File: config.mk
export PLATFORM = sky130hd
export DESIGN_NAME = alu_share_sched
export DESIGN_NICKNAME = d
export VERILOG_FILES = /design/src/rtl/alu_share_sched.sv
export SDC_FILE = /design/constraint.sdc
export NUM_CORES = 1
export LEC_CHECK = 0
export ABC_AREA = 1
export CORE_MARGIN = 3
export CORE_UTILIZATION = 32
export DETAILED_ROUTE_END_ITERATION = 12
export PLACE_DENSITY_LB_ADDON = 0.25
export SKIP_LAST_GASP = 1
export SYNTH_ARGS = -nofsm -noshare
export SYNTH_HDL_FRONTEND = slang
export SYNTH_SLANG_ARGS = --single-unit
File: constraint.sdc
create_clock -name in_clk -period 5.29 [get_ports in_clk]
set_clock_uncertainty 0.1 [all_clocks]
set_input_delay 1.058 -clock in_clk [delete_from_list [all_inputs] [get_ports in_clk]]
set_output_delay 1.058 -clock in_clk [all_outputs]
set_load 0.01 [all_outputs]
File: src/rtl/alu_share_sched.sv
// alu_share_sched: round-robin scheduler sharing one WIDTH-bit ALU among
// NUM_REQ requesters. Single-cycle ops run in EXEC. DIV/MOD run in DIV as a
// restoring divider that takes exactly WIDTH cycles. Results are tagged with
// the issuing requester's index.
//
// Handshakes: a transfer happens on a rising edge where valid and ready are
// both high. Request side: in_req_valid[i] & out_req_ready[i]. Response side:
// out_rsp_valid & in_rsp_ready. Ready never waits on a handshake on the
// same port. A requester keeps valid and payload stable until it is granted,
// or it withdraws valid.
module alu_share_sched #(
    parameter int NUM_REQ = 4,
    parameter int WIDTH   = 8
) (
    input  logic                     in_clk,
    input  logic                     in_rst_n,
    input  logic [NUM_REQ-1:0]       in_req_valid,
    input  logic [3*NUM_REQ-1:0]     in_req_op,
    input  logic [WIDTH*NUM_REQ-1:0] in_req_a,
    input  logic [WIDTH*NUM_REQ-1:0] in_req_b,
    output logic [NUM_REQ-1:0]       out_req_ready,
    output logic                     out_rsp_valid,
    input  logic                     in_rsp_ready,
    output logic [WIDTH-1:0]         out_rsp_data,
    output logic [2:0]               out_rsp_id,
    output logic                     out_rsp_div0,
    output logic                     out_busy
);
    localparam int PW = (NUM_REQ > 1) ? $clog2(NUM_REQ) : 1;
    localparam int CW = $clog2(WIDTH + 1);
    localparam logic [2:0] OP_ADD = 3'd0;
    localparam logic [2:0] OP_SUB = 3'd1;
    localparam logic [2:0] OP_MUL = 3'd2;
    localparam logic [2:0] OP_AND = 3'd3;
    localparam logic [2:0] OP_OR  = 3'd4;
    localparam logic [2:0] OP_XOR = 3'd5;
    localparam logic [2:0] OP_DIV = 3'd6;
    localparam logic [2:0] OP_MOD = 3'd7;

    typedef enum logic [1:0] {
        S_IDLE = 2'd0,
        S_EXEC = 2'd1,
        S_DIV  = 2'd2,
        S_RESP = 2'd3
    } state_t;

    state_t           state_q, state_d;
    logic [PW-1:0]    ptr_q, ptr_d;
    logic [2:0]       op_q;
    logic [WIDTH-1:0] a_q, b_q;
    logic [PW-1:0]    id_q;
    logic [WIDTH-1:0] rem_q, quo_q;
    logic [CW-1:0]    cnt_q;
    logic [WIDTH-1:0] rsp_data_q;
    logic [2:0]       rsp_id_q;
    logic             rsp_div0_q;

    logic             any_valid;
    logic [PW-1:0]    win_idx;
    logic [PW-1:0]    cand;
    logic [2:0]       sel_op;
    logic [WIDTH-1:0] sel_a, sel_b;
    logic             req_hs;
    logic [WIDTH-1:0] alu_res;
    logic [WIDTH:0]   rem_sh, rem_diff;
    logic [WIDTH-1:0] rem_nx, quo_nx;
    logic             div_last;

    // Round-robin pick. The loop runs from lowest to highest priority, so the
    // candidate nearest to pointer+1 overwrites the others and wins.
    always_comb begin
        any_valid = 1'b0;
        win_idx   = '0;
        cand      = '0;
        for (int k = NUM_REQ; k >= 1; k--) begin
            cand = PW'((int'(ptr_q) + k) % NUM_REQ);
            if (in_req_valid[cand]) begin
                any_valid = 1'b1;
                win_idx   = cand;
            end
        end
    end

    // Route the winner's payload to the latch inputs.
    always_comb begin
        sel_op = '0;
        sel_a  = '0;
        sel_b  = '0;
        for (int i = 0; i < NUM_REQ; i++) begin
            if (win_idx == PW'(i)) begin
                sel_op = in_req_op[3*i +: 3];
                sel_a  = in_req_a[WIDTH*i +: WIDTH];
                sel_b  = in_req_b[WIDTH*i +: WIDTH];
            end
        end
    end

    // One-hot grant. It is only high in IDLE and only while out of reset.
    always_comb begin
        out_req_ready = '0;
        if (in_rst_n && (state_q == S_IDLE) && any_valid) begin
            out_req_ready[win_idx] = 1'b1;
        end
    end

    assign req_hs = (state_q == S_IDLE) && any_valid;

    // Single-cycle ALU. The product is truncated to WIDTH bits.
    always_comb begin
        alu_res = '0;
        case (op_q)
            OP_ADD:  alu_res = a_q + b_q;
            OP_SUB:  alu_res = a_q - b_q;
            OP_MUL:  alu_res = a_q * b_q;
            OP_AND:  alu_res = a_q & b_q;
            OP_OR:   alu_res = a_q | b_q;
            OP_XOR:  alu_res = a_q ^ b_q;
            default: alu_res = '0;
        endcase
    end

    // Restoring divider step. B == 0 always subtracts, which gives an
    // all-ones quotient and leaves the remainder equal to A.
    always_comb begin
        rem_sh   = {rem_q, quo_q[WIDTH-1]};
        rem_diff = rem_sh - {1'b0, b_q};
        if (!rem_diff[WIDTH]) begin
            rem_nx = rem_diff[WIDTH-1:0];
            quo_nx = {quo_q[WIDTH-2:0], 1'b1};
        end else begin
            rem_nx = rem_sh[WIDTH-1:0];
            quo_nx = {quo_q[WIDTH-2:0], 1'b0};
        end
    end

    assign div_last = (cnt_q == CW'(WIDTH - 1));

    // Next-state logic. The pointer moves only on a request handshake.
    always_comb begin
        state_d = state_q;
        ptr_d   = ptr_q;
        case (state_q)
            S_IDLE: begin
                if (any_valid) begin
                    ptr_d   = win_idx;
                    state_d = ((sel_op == OP_DIV) || (sel_op == OP_MOD)) ? S_DIV : S_EXEC;
                end
            end
            S_EXEC: state_d = S_RESP;
            S_DIV: begin
                if (div_last) begin
                    state_d = S_RESP;
                end
            end
            S_RESP: begin
                if (in_rsp_ready) begin
                    state_d = S_IDLE;
                end
            end
            default: state_d = S_IDLE;
        endcase
    end

    // State and pointer registers.
    always_ff @(posedge in_clk) begin
        if (!in_rst_n) begin
            state_q <= S_IDLE;
            ptr_q   <= PW'(NUM_REQ - 1);
        end else begin
            state_q <= state_d;
            ptr_q   <= ptr_d;
        end
    end

    // Operand latch, divider iteration and result registers.
    always_ff @(posedge in_clk) begin
        if (!in_rst_n) begin
            op_q       <= '0;
            a_q        <= '0;
            b_q        <= '0;
            id_q       <= '0;
            rem_q      <= '0;
            quo_q      <= '0;
            cnt_q      <= '0;
            rsp_data_q <= '0;
            rsp_id_q   <= '0;
            rsp_div0_q <= 1'b0;
        end else begin
            if (req_hs) begin
                op_q  <= sel_op;
                a_q   <= sel_a;
                b_q   <= sel_b;
                id_q  <= win_idx;
                rem_q <= '0;
                quo_q <= sel_a;
                cnt_q <= '0;
            end
            if (state_q == S_EXEC) begin
                rsp_data_q <= alu_res;
                rsp_id_q   <= 3'(id_q);
                rsp_div0_q <= 1'b0;
            end
            if (state_q == S_DIV) begin
                rem_q <= rem_nx;
                quo_q <= quo_nx;
                cnt_q <= cnt_q + 1'b1;
                if (div_last) begin
                    rsp_data_q <= (op_q == OP_DIV) ? quo_nx : rem_nx;
                    rsp_id_q   <= 3'(id_q);
                    rsp_div0_q <= (b_q == '0);
                end
            end
        end
    end

    assign out_rsp_valid = (state_q == S_RESP);
    assign out_rsp_data  = rsp_data_q;
    assign out_rsp_id    = rsp_id_q;
    assign out_rsp_div0  = rsp_div0_q;
    assign out_busy      = (state_q != S_IDLE);

endmodule

==> metrics.md <==
| Metric | Value |
|---|---|
| Compound-Gate Fraction of Synth Area | `16.65%` |
| Reg2reg path depth | `21` |
| EDFF count, synth | `0` |
| Period minus WS final | `4.458 ns` |
| CP arrival | `3.30 ns` |
| Via Count | `5791` |
| Die area | `0.01909 mm²` |
| Cell Area, Synth | `0.005590 mm²` |
| TritonRoute pass-1 iters | `5` |
| Total clock sinks | `57` |
| # DRC | `0` |
| Max Clk Rate | `224.3 MHz` |
| First-pass GRT wire length | `28.08 mm` |
| Fin nets | `1117` |
| Post-CTS Setup Repair Bufs | `0` |
| Mux cell area share after synthesis | `0%` |
| GR Layer Usage met2 | `30.11%` |
| Hold_ws | `0.3482 ns` |
| Worst-path maximum fanout | `16` |
| Post-synthesis sequential area ratio | `20.41%` |
| Critical path class | `input pin to primary output` |
| Grt met1 use | `23.31%` |
| Worst setup path start | `in_req_valid[3]` |
| # diodes | `0` |
| Iter 0 DRT Violations | `342` |
| Hold/Removal Path Class | `flip-flop to flip-flop` |
| Hold_sp | `out_rsp_id[2]$_SDFF_PN0_` |
| Clk_lat worst skew | `0.34 ns` |
| Grt met3 use | `3.453%` |
| Clock buffer depth | `2` |
| Most frequent cells in the layout | `262 x nand2_1, 140 x inv_1, 100 x clkdlybuf4s50_1` |
| Core Box Area | `0.01682 mm²` |
| Global route hottest layer | `met2` |
| Main synth FF type | `dfxtp_1` |
| Critical Path End Type | `primary output` |
| Slew Limit Fails | `0` |
| Antenna-violating nets left | `0` |
| Hold Vio Cnt, Final | `0` |
| Final Cycle Share | `84.27%` |
| Rows | `47` |
| WHS Endpoint | `out_rsp_id[2]$_SDFF_PN0_` |
| Critical path required time | `4.13 ns` |
| Synth Area in Simple Gates | `31.13%` |
| WL per Instance | `14.47 µm` |
| Setup_tns | `0 ns` |
| Internal reg-to-reg setup slack | `0.92 ns` |
| Critical-path cell list | `clkdlybuf4s50_1 -> inv_1 -> nand2_1 -> nand3_1 -> nand2_1 -> inv_1 -> nand2_1 -> nand3_1 -> nand2_4 -> nor2_4 -> inv_1 -> nor2_1 -> clkdlybuf4s50_1` |
| CTS tree | `built` |
| Least-Margin Pin Slew | `0.7397 ns` |
| RD Place Congestion | `0.8863` |
| CTS Buf Count | `9` |
| H-tree levels | `3` |
| Main combinational cell family by area after synthesis | `simple AND/OR/NAND/NOR gates` |
| Area share of fa/ha/maj cells after synthesis | `16.88%` |
| Total Wirelength | `17.25 mm` |
| #FFs+latches synth | `57` |
| Chip Height | `138.2 µm` |
| Commonest non-fill, non-tap cell in the layout | `nand2_1` |
| Unique cell type count in the Yosys netlist | `36` |
| Slew headroom | `50.38%` |
| MaxCap Viol Count | `0` |
| Lkg Pwr | `0.003395 µW` |
| Die width | `138.2 µm` |
| Setup crit start kind | `input pin` |
| Power Dens Cells | `584.9 mW/mm²` |
| Max VDD drop | `0.2526 mV` |
| Top Ports | `101` |
| Root buffer cell | `clkbuf_16` |
| Area Overhead vs Synth | `26.92%` |
| Vias in the first global route | `5536` |
| Slowest CP cell | `clkdlybuf4s50_1` |
| RSZ-0062 raised after global routing | `false` |
| Initial Util | `33.24%` |
| Initial antenna violation count | `0` |
| Worst hold path stage count | `2` |
| Post-Syn Instances | `877` |
| Mapped Nets | `1027` |
| Async SR Flop Fraction | `0%` |
| Yosys warnings | `0` |
| Post-cts sizing count | `0` |
| Port Buffers | `100` |
| Status | `finished clean` |
| R2r startpoint | `a_q[1]$_SDFFE_PN0P_` |
| GRT overflow | `0` |
| Pin count of the biggest net entering global routing | `26` |
| Hold Buf Count CTS | `0` |
| Synth Area in XOR/XNOR | `2.663%` |
| DP HPWL | `13.81 mm` |
| Clock slew at reported path FFs | `0.05 ns` |
| Mean cell area of the mapped netlist | `6.374 µm²` |
| Reg2reg end | `out_rsp_data[7]$_SDFF_PN0_` |
| Vias per cell | `4.858` |
| Crit-path max cell delay | `0.55 ns` |
| Share of layout cells above drive strength 1 | `5.247%` |
| GRT Total Usage | `17.76%` |
| Final setup viols | `0` |
per-layer routing:
metal  share of wire [%]  vias up
li1                    -     3011
met1                  47     2622
met2                  47      139
met3                 4.8       19
met4                 1.6        0
met5                   0        -
logic make-up (layout without fill, tap and decap cells):
group	count (synthesis)	after routing
fa+ha+maj	67	67
xor+xnor	17	17
simple gates	398	398
flops	57	57
buf+inv	173	268
compound gates	165	165
Yosys cell counts (9+ instances only):
cell type  count  area, µm²
a21oi_1       74      370.4
clkbuf_1      17      63.81
dfxtp_1       57       1141
fa_1          14      280.3
ha_1          53      663.1
inv_1        140      525.5
nand2_1      262      983.4
nand3_1       54      270.3
nand4_1       16      100.1
nor2_1        33      123.9
o21ai_0       49      245.2
o22ai_1        9      56.30
xor2_1        11      96.34
per-stage QoR:
stage | cell area, µm² | std cells | total power, µW | worst slack, ns | utilization, %
5_1_grt | 7096 | 1192 | 4584 | 0.5705 | 42.19
2_1_floorplan | 5590 | 877 | 2762 | 1.183 | -
3_5_place_dp | 6774 | 1176 | 3528 | 0.8436 | 40.28
3_3_place_gp | 6774 | 1176 | 3509 | 0.8820 | 40.28
4_1_cts | 7096 | 1192 | 4174 | 0.8258 | 42.19
6_report | 7096 | 1192 | 4150 | 0.8322 | 42.19
power breakdown:
group / switching (µW) / internal [µW] / leakage (µW)
Sequential: 176 / 558 / 0.000467
Clock: 211 / 424 / 0.000159
Combinational: 1790 / 988 / 0.00277
Total: 2180 / 1970 / 0.00340
worst max-delay path by stage:
stage	endpoint	cells past startpoint
after floorplan	out_rsp_data[7]$_SDFF_PN0_	22
after global placement	out_req_ready[2]	13
after detailed placement	out_req_ready[2]	12
after CTS	out_req_ready[2]	13
after global routing	out_rsp_data[7]$_SDFF_PN0_	21
final	out_req_ready[2]	13
registers in the layout (all words and copies together), names as in the netlist:
register	cells
state_q	2
op_q	3
rem_q	8
quo_q	8
out_rsp_data	8
out_rsp_div0	1
id_q	2
cnt_q	4
ptr_q	2
a_q	8
out_rsp_id	3
b_q	8
cell type report:
cell class	count	area, µm²
clock buffer	11	242.7
clock inverter	5	78.83
fill	1813	9723
inverter	146	548.0
multi-input combinational	647	3764
sequential	57	1141
tap	220	275.3
timing repair buffer	106	1046
worst max-delay path: cells and delay by family:
family                 cells  cell delay (ns)
buffers and inverters      5             1.19
and+or+nand+nor            8             1.04
Note: power is estimated with default switching activity, not from simulation.
==> variant (same flow settings) <==
Set the parameter `NUM_REQ` to 8 (it was 4).
--- a/src/rtl/alu_share_sched.sv
+++ b/src/rtl/alu_share_sched.sv
@@ -10,5 +10,5 @@
 // or it withdraws valid.
 module alu_share_sched #(
-    parameter int NUM_REQ = 4,
+    parameter int NUM_REQ = 8,
     parameter int WIDTH   = 8
 ) (
Interface: changed (5 resized); port bits go from 101 to 185. The function was not compared with the original's and may differ.
==> variant against the unedited design <==
Utilization increased by 2.4 points; sequential cell count increased by 2; setup slack got worse by 450 ps; via count increased by 26%; final area increased by 28%; cell count increased by 24%; wire length increased by 37%; synthesized area increased by 19%.
Power is not compared: it rests on default switching activity, and its combinational part moved more than twofold at a synthesized area within 25%.
==> variant: results (changes against the unedited design) <==
status finished clean; Synthesized Nets 1263 (+23%); vias in the first global route 7057 (+27%); post-DP HPWL 19400 um (+41%); Max clock buf depth 2 (unchanged); CTS Root Cell clkbuf_16; RePlAce Congestion 0.904 (+2.0%); Distinct cells, synth 53 (+47%); Min-Delay Path Class reg -> reg; Fin. Hold Viols 0 (unchanged); drt total wl 23600 um (+37%); antenna violations before repair 2 (+2); CTS H-tree depth 3 (unchanged); DRT Pass-1 Iters 5 (unchanged); Resize count post-CTS 0 (unchanged); Synth Flop Type dfxtp_1; YS warnings 0 (unchanged); Synth top cells by count nand2_1 (290), inv_1 (141), a21oi_1 (73), dfxtp_1 (59), ha_1 (56); CP max-delay cell clkdlybuf4s50_1; cts hold-fix bufs 0 (unchanged); leakage slightly above 0.004 uW; Arrival @ worst endpoint 3740 ps (+440 ps); CP peak stage delay 580 ps (+30 ps); relative slew slack 28.6% (-22 points); Post-synth ARST share 0% (unchanged); worst vdd ir ~480 uV; Reg clk slew, reported paths about 60 ps; layout cells sized above 1 8.62% (+3.4 points); GRT Util Overall 21.2% (+3.4 points); CP delay by family, top simple AND/OR/NAND/NOR gates; post-CTS setup buffers 0 (unchanged); initial DRC count 404 (+18%); # nets final 1435 (+28%); crit path max fanout 11 (-5); first-pass GRT wire length 37400 um (+33%); dpl cell area 0.00872 mm2 (+29%); IO buf count 184 (+84%); share of the yosys chip area belonging to registers 17.7% (-2.7 points); Num CTS Buffers 9 (unchanged); worst skew pair latency 340 ps (about the same); synth top area cells dfxtp_1 (18%), nand2_1 (16%), ha_1 (11%); largest net degree at the start of global routing 30 (+15%); via count 7298 (+26%)
==> variant: cell count changes in the layout (fill, tap and decap cells not counted), sizes merged, moves of 7 or more <==
cell	change
a21oi	+8
buf	+10
clkdlybuf4s50	+84
nand2	+40
nand3	+7
nand4	+8
nor2	+22
o21ai	+10
xnor2	+8
xor2	+7
==> variant: area by class of cell <==
| class | instances | area, um2 |
|---|---|---|
| diodes | 2 | 5.00 |
| clock buffers | 9 | 225 |
| clock inverters | 7 | 140 |
| fillers | 2161 | 11300 |
| inverters | 151 | 574 |
| multi-input cells | 781 | 4660 |
| flip-flops and latches | 59 | 1180 |
| well taps | 270 | 338 |
| repair buffers | 200 | 1960 |
==> variant: power breakdown <==
part           leakage, uW  internal [uW]  switching, uW  total [uW]
Sequential        0.000484            588            158         746
Clock             0.000172            507            226         733
Combinational      0.00344           2050           3780        5820
==> variant: path summary, 6_finish.rpt <==
kind | start | end | slack [ps] | depth (start not counted)
max | in_req_valid[7] | out_req_ready[7] | 390 | 18
min | id_q[1]$_SDFFE_PN0P_ | id_q[1]$_SDFFE_PN0P_ | 360 | 2
max reg2reg | a_q[1]$_SDFFE_PN0P_ | out_rsp_data[7]$_SDFF_PN0_ | 860 | 15
min reg2reg | id_q[1]$_SDFFE_PN0P_ | id_q[1]$_SDFFE_PN0P_ | 360 | 2
==> variant: metrics by stage <==
stage	worst slack (ps)	std cells	total power (uW)	util (%)
4_1_cts	381	1477	7360	44.6
5_1_grt	150	1479	8060	44.6
6_report	387	1479	7300	44.6
3_3_place_gp	379	1461	6570	42.8
3_5_place_dp	383	1461	6600	42.8
2_1_floorplan	1240	1030	5050	-
==> variant: kinds of logic (layout without fill, tap and decap cells) <==
kind of cell / Yosys count / count (layout) / share of synthesized area, %
simple gates: 481 / 481 / 33.1
fa+ha+maj: 70 / 70 / 14.7
flops: 59 / 59 / 17.7
xor+xnor: 32 / 32 / 4.32
other cells: 0 / 2 / 0
buf+inv: 190 / 367 / 12.3
compound gates: 198 / 198 / 17.9
==> variant: worst min-delay path: cells and delay by family, from the launching register on <==
family / cells / cell delay, ps
DFF: 1 / 300
and+or+nand+nor: 1 / 60
AOI/OAI and AO/OA: 1 / 50
==> variant: per-layer routing <==
metal	up-vias	track usage, %	routed length, um
met2	252	36.4	11800
met5	-	0	0
met4	0	6.13	431
li1	3698	-	-
met3	27	3.58	1430
met1	3321	27.2	9980
